===== config.mk =====
export PLATFORM = sky130hd
export DESIGN_NAME = vga_sprite_engine
export DESIGN_NICKNAME = d
export VERILOG_FILES = /design/src/rtl/vga_sprite_engine.sv
export SDC_FILE = /design/constraint.sdc
export NUM_CORES = 1
export LEC_CHECK = 0
export ABC_AREA = 1
export CAP_MARGIN = 20
export CORE_MARGIN = 2
export CORE_UTILIZATION = 60
export CTS_BUF_LIST = sky130_fd_sc_hd__clkbuf_4
export DETAILED_ROUTE_END_ITERATION = 12
export DONT_BUFFER_PORTS = 1
export PLACE_DENSITY = 0.76
export SKIP_CTS_REPAIR_TIMING = 1
export SYNTH_ARGS = -nofsm -noshare
export SYNTH_HDL_FRONTEND = slang
export SYNTH_SLANG_ARGS = --single-unit

===== constraint.sdc =====
create_clock -name CLK100MHz -period 4.2 [get_ports CLK100MHz]
set_clock_uncertainty 0.2 [all_clocks]
set_input_delay 0.42 -clock CLK100MHz [delete_from_list [all_inputs] [get_ports CLK100MHz]]
set_output_delay 0.42 -clock CLK100MHz [all_outputs]
set_load 0.05 [all_outputs]

===== src/rtl/vga_sprite_engine.sv =====
// VGA timing generator with one keyboard-steered, runtime-loadable bitmap sprite.
// Optional build macro VGA_BORDER_EN: draws a full-red one-pixel frame around the visible area.
module vga_sprite_engine #(
    parameter int CLK_DIV = 4,
    parameter int H_PIX = 640, H_FP = 16, H_PULSE = 96, H_BP = 48,
    parameter bit H_POL = 1'b0,
    parameter int V_PIX = 480, V_FP = 10, V_PULSE = 2, V_BP = 33,
    parameter bit V_POL = 1'b1,
    parameter int CW = 3,
    parameter int SPR_SZ = 20,
    parameter int STEP = 1,
    parameter int INIT_X = 310,
    parameter int INIT_Y = 230,
    parameter logic [3*CW-1:0] SPR_COLOR = {3'd7, 3'd0, 3'd7}
) (
    input  logic              CLK100MHz,
    input  logic              reset,
    input  logic              key_valid,
    input  logic [7:0]        key_code,
    input  logic              key_ext,
    input  logic              key_rel,
    input  logic              bounce,
    input  logic              bm_we,
    input  logic [4:0]        bm_row,
    input  logic [SPR_SZ-1:0] bm_data,
    output logic [CW-1:0]     vga_r,
    output logic [CW-1:0]     vga_g,
    output logic [CW-1:0]     vga_b,
    output logic              vga_hs,
    output logic              vga_vs,
    output logic              frame_start
);
    localparam int H_FRAME = H_PIX + H_FP + H_PULSE + H_BP;
    localparam int V_FRAME = V_PIX + V_FP + V_PULSE + V_BP;
    localparam int HW = $clog2(H_FRAME);
    localparam int VW = $clog2(V_FRAME);
    localparam int DW = $clog2(CLK_DIV);
    localparam int SW = $clog2(SPR_SZ);

    localparam logic [DW-1:0] DIV_LAST = DW'(CLK_DIV - 1);
    localparam logic [HW-1:0] H_LAST   = HW'(H_FRAME - 1);
    localparam logic [HW-1:0] H_VIS    = HW'(H_PIX);
    localparam logic [HW-1:0] H_VLAST  = HW'(H_PIX - 1);
    localparam logic [HW-1:0] HS_BEG   = HW'(H_PIX + H_FP);
    localparam logic [HW-1:0] HS_END   = HW'(H_PIX + H_FP + H_PULSE);
    localparam logic [VW-1:0] V_LAST   = VW'(V_FRAME - 1);
    localparam logic [VW-1:0] V_VIS    = VW'(V_PIX);
    localparam logic [VW-1:0] V_VLAST  = VW'(V_PIX - 1);
    localparam logic [VW-1:0] VS_BEG   = VW'(V_PIX + V_FP);
    localparam logic [VW-1:0] VS_END   = VW'(V_PIX + V_FP + V_PULSE);
    localparam logic [HW-1:0] SZ_X     = HW'(SPR_SZ);
    localparam logic [VW-1:0] SZ_Y     = VW'(SPR_SZ);
    localparam logic [HW:0]   X_MAX    = (HW+1)'(H_PIX - SPR_SZ);
    localparam logic [VW:0]   Y_MAX    = (VW+1)'(V_PIX - SPR_SZ);
    localparam logic [HW:0]   STEP_X   = (HW+1)'(STEP);
    localparam logic [VW:0]   STEP_Y   = (VW+1)'(STEP);
    localparam logic [HW-1:0] X_INIT   = HW'(INIT_X);
    localparam logic [VW-1:0] Y_INIT   = VW'(INIT_Y);
    localparam logic [SW-1:0] COL_LAST = SW'(SPR_SZ - 1);

    // Direction per axis: two's-complement style encoding of -1/0/+1.
    typedef enum logic [1:0] {DIR_NONE = 2'b00, DIR_POS = 2'b01, DIR_NEG = 2'b11} dir_t;

    logic [DW-1:0]     div_q, div_d;
    logic [HW-1:0]     h_q, h_d, x_q, x_d;
    logic [VW-1:0]     v_q, v_d, y_q, y_d;
    dir_t              dir_x_q, dir_x_d, dir_y_q, dir_y_d;
    logic [SPR_SZ-1:0] bm_q [SPR_SZ];
    logic [3*CW-1:0]   pix_q, pix_d;
    logic              hs_q, hs_d, vs_q, vs_d, fs_q;

    logic              pix_en, fs_tick, visible, in_box, spr_on;
    logic [SW-1:0]     dx, dy;
    logic [SPR_SZ-1:0] row_bits;
    logic [HW:0]       x_ext;
    logic [VW:0]       y_ext;

    assign pix_en  = (div_q == DIV_LAST);
    assign fs_tick = pix_en && (h_q == '0) && (v_q == V_VIS);
    assign x_ext   = {1'b0, x_q};
    assign y_ext   = {1'b0, y_q};

    always_comb begin
        div_d = pix_en ? '0 : div_q + 1'b1;
        h_d   = h_q;
        v_d   = v_q;
        if (pix_en) begin
            if (h_q == H_LAST) begin
                h_d = '0;
                v_d = (v_q == V_LAST) ? '0 : v_q + 1'b1;
            end else begin
                h_d = h_q + 1'b1;
            end
        end
    end

    always_comb begin
        visible  = (h_q < H_VIS) && (v_q < V_VIS);
        in_box   = (h_q >= x_q) && (h_q < x_q + SZ_X) && (v_q >= y_q) && (v_q < y_q + SZ_Y);
        dx       = SW'(h_q - x_q);
        dy       = SW'(v_q - y_q);
        row_bits = bm_q[dy];
        spr_on   = visible && in_box && row_bits[COL_LAST - dx];
        pix_d    = spr_on ? SPR_COLOR : '0;
`ifdef VGA_BORDER_EN
        if (visible && (h_q == '0 || h_q == H_VLAST || v_q == '0 || v_q == V_VLAST))
            pix_d = {{CW{1'b1}}, {(2*CW){1'b0}}};
`endif
        hs_d = (h_q >= HS_BEG && h_q < HS_END) ? H_POL : ~H_POL;
        vs_d = (v_q >= VS_BEG && v_q < VS_END) ? V_POL : ~V_POL;
    end

    // Motion uses the old direction; a coinciding key press then overrides the new direction.
    always_comb begin
        x_d     = x_q;
        y_d     = y_q;
        dir_x_d = dir_x_q;
        dir_y_d = dir_y_q;
        if (fs_tick) begin
            case (dir_x_q)
                DIR_POS: if (x_ext + STEP_X >= X_MAX) begin
                    x_d     = X_MAX[HW-1:0];
                    dir_x_d = bounce ? DIR_NEG : DIR_NONE;
                end else x_d = x_q + STEP_X[HW-1:0];
                DIR_NEG: if (x_ext <= STEP_X) begin
                    x_d     = '0;
                    dir_x_d = bounce ? DIR_POS : DIR_NONE;
                end else x_d = x_q - STEP_X[HW-1:0];
                default: ;
            endcase
            case (dir_y_q)
                DIR_POS: if (y_ext + STEP_Y >= Y_MAX) begin
                    y_d     = Y_MAX[VW-1:0];
                    dir_y_d = bounce ? DIR_NEG : DIR_NONE;
                end else y_d = y_q + STEP_Y[VW-1:0];
                DIR_NEG: if (y_ext <= STEP_Y) begin
                    y_d     = '0;
                    dir_y_d = bounce ? DIR_POS : DIR_NONE;
                end else y_d = y_q - STEP_Y[VW-1:0];
                default: ;
            endcase
        end
        if (key_valid && key_ext && !key_rel) begin
            case (key_code)
                8'h75: begin if (dir_y_q == DIR_NEG) dir_x_d = DIR_NONE; dir_y_d = DIR_NEG; end
                8'h72: begin if (dir_y_q == DIR_POS) dir_x_d = DIR_NONE; dir_y_d = DIR_POS; end
                8'h6B: begin if (dir_x_q == DIR_NEG) dir_y_d = DIR_NONE; dir_x_d = DIR_NEG; end
                8'h74: begin if (dir_x_q == DIR_POS) dir_y_d = DIR_NONE; dir_x_d = DIR_POS; end
                default: ;
            endcase
        end
    end

    always_ff @(posedge CLK100MHz) begin
        if (reset) begin
            div_q   <= '0;
            h_q     <= '0;
            v_q     <= '0;
            x_q     <= X_INIT;
            y_q     <= Y_INIT;
            dir_x_q <= DIR_NONE;
            dir_y_q <= DIR_NONE;
            pix_q   <= '0;
            hs_q    <= ~H_POL;
            vs_q    <= ~V_POL;
            fs_q    <= 1'b0;
        end else begin
            div_q   <= div_d;
            h_q     <= h_d;
            v_q     <= v_d;
            x_q     <= x_d;
            y_q     <= y_d;
            dir_x_q <= dir_x_d;
            dir_y_q <= dir_y_d;
            fs_q    <= fs_tick;
            if (pix_en) begin
                pix_q <= pix_d;
                hs_q  <= hs_d;
                vs_q  <= vs_d;
            end
        end
    end

    always_ff @(posedge CLK100MHz) begin
        if (reset) begin
            for (int i = 0; i < SPR_SZ; i++) bm_q[i] <= '0;
        end else if (bm_we && int'(bm_row) < SPR_SZ) begin
            bm_q[bm_row[SW-1:0]] <= bm_data;
        end
    end

    assign {vga_r, vga_g, vga_b} = pix_q;
    assign vga_hs      = hs_q;
    assign vga_vs      = vs_q;
    assign frame_start = fs_q;
endmodule

Yosys cells after proc, flatten, opt, wreduce, memory -nomap -nowiden
Memories as Yosys holds them, arrays and structs flattened.
Index checks and enable logic that the tools add are counted.
{ "word_totals": {"ramBits": 400, "reg_bits": 58, "memories": 1} }
{ "mem_list": {"columns": ["memory", "depth", "word_bits", "read_ports", "rd_ports_with_merged_regs", "wr", "line_no", "source"], "rows": [
  ["bm_q", 20, 20, 1, 0, 20, "68", "logic [SPR_SZ-1:0] bm_q [SPR_SZ];"]
]} }
{ "classes": {"order_cmp": 16, "mux": 39, "n_addsub": 14, "n_reduce_logical": 22, "n_eq_ne": 12} }
{ "ops": {"columns": ["operator", "count"], "rows": [
  ["2-to-1 mux 10 bit", 6],
  ["adder 10 x 1 -> 10 bit, second input constant", 4],
  ["one-hot mux 10 bit (2 select lines)", 2],
  ["== test 8 x 7 -> 1 bit, second input constant", 4],
  ["2-to-1 mux 2 bit", 13],
  ["adder 10 x 1 -> 11 bit, second input constant", 2],
  ["adder 10 x 5 -> 10 bit, second input constant", 2],
  ["== test 10 bit, second input constant", 2],
  [">= comparator 10 bit", 2],
  ["less-or-equal comparator 10 x 1 -> 1 bit, second input constant", 2],
  ["< comparator 10 bit", 2],
  ["< comparator 10 bit, second input constant", 2],
  ["< comparator 10 x 9 -> 1 bit, second input constant", 2],
  ["2-to-1 mux 20 bit", 1],
  ["OR reduction 20 bit", 1],
  ["subtractor 10 x 1 -> 10 bit, second input constant", 2],
  ["one-hot mux 2 bit (4 select lines)", 2],
  ["logical AND 1 bit", 13],
  [">= comparator 11 x 10 -> 1 bit, second input constant", 1],
  [">= comparator 11 x 9 -> 1 bit, second input constant", 1],
  ["== test 10 x 9 -> 1 bit, second input constant", 1],
  [">= comparator 10 bit, second input constant", 1],
  [">= comparator 10 x 9 -> 1 bit, second input constant", 1],
  ["zero test 10 bit", 1],
  ["16 further kinds", 33]
]} }

Depth between registers and ports, before layout
{ "logic_depth": {"word_depth": 8, "depth_mapped": 22, "depth_no_buf": 21} }

Worst setup path after synthesis
OpenSTA, ideal clock, no wires.
{ "synth_path": {"path_kind": "register -> register", "start": "register v_q[0]", "end": "register pix_q[7]", "stages_incl_launch_ff": 21, "n_path_buf": 3, "setup_ns": 0.114, "path_slack_ns": 1.438, "arrival_ns": 2.448, "period_less_slack_ns": 2.762, "cell_sequence": "dfxtp_1 -> inv_1 -> ha_1 -> inv_1 -> fa_1 -> buf_2 -> buf_2 -> clkbuf_1 -> nand3_1 -> nand2_1 -> nand2_1 -> nand3_1 -> nand3_1 -> nand3_1 -> nand3_1 -> nand3_1 -> nand3_1 -> nand2_1 -> nand2_1 -> nand2_1 -> nand2_1"} }
{ "synth_via": {"elab_chain_len": 6} }
{ "synth_lines": {"columns": ["element", "line_no", "source"], "rows": [
  ["start, declared", "66", "logic [VW-1:0] v_q, v_d, y_q, y_d;"],
  ["start signal, assigned", "170", "v_q <= v_d;"],
  ["subtractor 5 bit or >= comparator 10 bit (tied branches)", "101, 99", null],
  ["memory (20 x 20 bit) or logical AND 1 bit (tied branches)", null, null],
  ["binary-select mux 1 bit (select 5 bit) or logical AND 1 bit (tied branches)", "103, 99", null],
  ["2-to-1 mux 1 bit (implied by the code) or logical AND 1 bit (tied branches)", "103", "spr_on = visible && in_box && row_bits[COL_LAST - dx];"],
  ["logical AND 1 bit (*)", "103", null],
  ["2-to-1 mux 9 bit (*)", "104", "pix_d = spr_on ? SPR_COLOR : '0;"],
  ["end signal, assigned", "177", "pix_q <= pix_d;"],
  ["end, declared", "69", "logic [3*CW-1:0] pix_q, pix_d;"]
]} }
Every way passes the cells marked *; elsewhere a longest branch is shown, timed or not. The select of a mux whose other input is x is not followed.
A chain may end at the register's enable or synchronous reset.

==> flow_summary.toml <==
[logic_synthesis]
synth_top_area_frac = 0.589
syn_area_mm2 = 0.0326
ys_seq_area_frac = 0.620
synth_compound_area_frac = 0.0253
synthAdderAreaFrac = 0.0233
synthArstFlopShare = 0
synth_top_family_by_area = "simple AND/OR/NAND/NOR gates"
synth_top_area_cell = "edfxtp_1"
synth.ff_latch_count = 690
yosys_warnings = 0
synth-xor-area-share = 0.0113
synth_mux_area_frac = 0
synth-simple-area-share = 0.270
ys_types = 49
synth_area_leaders = "edfxtp_1, nand2_1, nand3_1"
synth_ff_type = "edfxtp_1"
syn_inst = 3435
synth.avg_cell_area_um2 = 9.50
synth-edff-count = 640

[setup_path]
critPathSlowestCell = "dlygate4sd3_1"
cp_cell_sequence = "dlygate4sd3_1 > clkinv_1 > o211ai_1 > nor3_1 > buf_4 > nand2_1 > buf_4 > dlygate4sd3_1 > nor2_1"
cp_top_family = "buffers and inverters"
path_buf_inv = 5
end_kind = "flip-flop"
crit_path_start = "reset"
crit_fanout = 20
crit_path_max_incr_delay_ns = 1.19
critical_path_required_ns = 4.74
start_kind = "input pin"
r2r-start = "v_q[0]$_SDFFE_PP0P_"
worstSetupPathType = "in -> reg"
crit_arrival_ns = 4.50

[timing]
fmax_ghz = 0.253
rsz0062_at_grt = "no"
relSlewSlack = 0.224
hold_viol = 0
drv_slew = 0
setup_ws_ns = 0.244
finalSetupTns_ns = 0
final.period_utilization = 0.942
fin_crit_ns = 3.96
worst_pin_slew_ns = 1.16
finalSetupViolCount = 0

[detailed_routing]
final_antenna_net_count = 0
drc = 0
vias = 26400
initialDrtViolationCount = 3334
routed_wl_um = 89000
dr.pass1.iters = 8
viasPerCell = 5.74
routedWlPerCell_um = 19.4

[cells_and_area]
drive_above_1_share = 0.0989
nets = 3860
area_growth_pct = 13.3

[clock_network]
htreeDepth = 4
clock_latency_ns = 1.03
ctsLongestPathBuffers = 3
cts.sinks = 690
cts_tree = "yes"
cts.clk_slew.worst_paths_ns = 0.06
cts_made_buffers = 178
cts_root_buffer = "clkbuf_4"

[floorplanning]
dieWidth_um = 237
start_util = 0.606
ioPinCount = 52
die_h_um = 237
std_cell_rows = 85
die-area_mm2 = 0.0563
core-area_mm2 = 0.0538

[global_route]
grt_max_degree = 167
first_global_vias = 25200
grt_antenna_before_repair = 5
grt_pass1_wl_um = 136000
grt-ovfl-total = 0
grt.total_usage = 0.318

[placement]
io_buffer_count = 0
dpl_worst_slack_ns = 0.385
gp_congestion = 1.01
dp_hpwl_um = 55600

[power]
powerDensity_mw_per_mm2 = 393
peakVddDrop_uv = 327
static-leakage-power_nw = 15.5

[hold_path]
hp-start = "bounce"
hp-class = "in -> reg"

[run_status]
status = "completed"

[run]
maxCapViolCount = 0
[cells in the mapped netlist, types with 4 or more instances]
cell type / number
a21oi_1: 51
clkinv_1: 4
clkbuf_1: 114
nor3_1: 27
nand3_1: 539
buf_4: 26
ha_1: 56
xnor2_1: 6
dfxtp_1: 50
xor2_1: 36
buf_6: 4
o211ai_1: 10
inv_1: 126
a211oi_1: 4
o31ai_1: 4
o21ai_0: 53
edfxtp_1: 640
nand2_1: 1034
nand4_1: 15
nor2_1: 488
buf_1: 11
buf_2: 81
nor4_1: 10
[layer usage]
| metal | up-vias | global-route usage | part of all wire |
|---|---|---|---|
| met5 | - | 0 | 0.00026 |
| met4 | 4 | 0.164 | 0.044 |
| met3 | 312 | 0.0917 | 0.11 |
| met2 | 1550 | 0.497 | 0.46 |
| met1 | 12400 | 0.407 | 0.38 |
| li1 | 12100 | - | - |
[sequential cells by signal (all words and copies together), names as in the netlist]
name and flops:
div_q 2, dir_y_q 2, x_q 10, frame_start 1, dir_x_q 2, pix_q 1, vga_hs 1, v_q 10
y_q 10, bm_q 640, h_q 10, vga_vs 1
[path summary, 6_finish.rpt]
| check | slack (ns) | to | cells after the start |
|---|---|---|---|
| max | 0.24 | bm_q[1][8]$_SDFFCE_PN0P_ | 9 |
| min | 0.05 | dir_y_q[0]$_SDFF_PP0_ | 5 |
| max reg2reg | 0.30 | pix_q[7]$_SDFFE_PP0P_ | 20 |
| min reg2reg | 0.22 | div_q[0]$_SDFF_PP0_ | 1 |
[report_power, final]
part           total, mW  switching, mW  leakage [nW]  internal (mW)
Combinational      0.710          0.525          7.65          0.185
Sequential          8.03          0.107          6.56           7.92
Clock               5.77           2.80          1.33           2.97
[stage by stage]
| stage | area (um2) | hold WS, ns | instances | power [mW] | util |
|---|---|---|---|---|---|
| finish | 37000 | 0.0538 | 4594 | 14.5 | 0.687 |
| global route | 37000 | 0.0420 | 4594 | 15.0 | 0.687 |
| CTS | 36500 | -0.824 | 4544 | 14.5 | 0.678 |
| detailed placement | 34200 | 0.217 | 4231 | 8.79 | 0.636 |
| global placement | 34200 | 0.206 | 4231 | 8.76 | 0.636 |
| floorplan | 33500 | 0.199 | 3677 | 8.55 | - |
[cells in the final DEF (no fill, tap or decap), types with 3 or more instances in the layout]
cell and instances:
clkinv_2 4, o221ai_1 3, a21oi_1 51, o21a_1 3, clkinv_4 4, inv_1 126
xnor2_1 6, nor2_1 488, xor2_1 36, dlygate4sd3_1 45, o31ai_1 4, nor3_1 27
bufinv_16 3, o211ai_1 10, edfxtp_1 640, inv_6 3, nor4_1 10, clkbuf_4 253
buf_12 13, nand4_1 15, a31oi_1 3, inv_2 3, ha_1 55, buf_4 83
nand2_1 1032, clkinv_1 46, nand3_1 539, o21ai_0 53, nand2_2 3, dfxtp_1 49
a211oi_1 4, conb_1 243, diode_2 4
[final cells by class]
type	count	area, um2
inverter	133	512
multi-input combinational	2616	11700
clock inverter	60	354
sequential	690	20200
antenna	4	10.0
fill	4144	16900
timing repair buffer	142	1360
clock buffer	253	1900
tap	696	871
[tightest hold or removal path: stages]
cell and delay (ns):
o21ai_0 0.06, nand2_1 0.06, nand2_1 0.04, a21oi_1 0.10
dlygate4sd3_1 0.54
[kinds of logic after synthesis]
logic type,after synthesis
fa+ha+maj,59
xor+xnor,42
simple gates,2128
flops,690
other cells,1
buf+inv,371
compound gates,144
No activity file was read; power rests on OpenSTA's default activity.
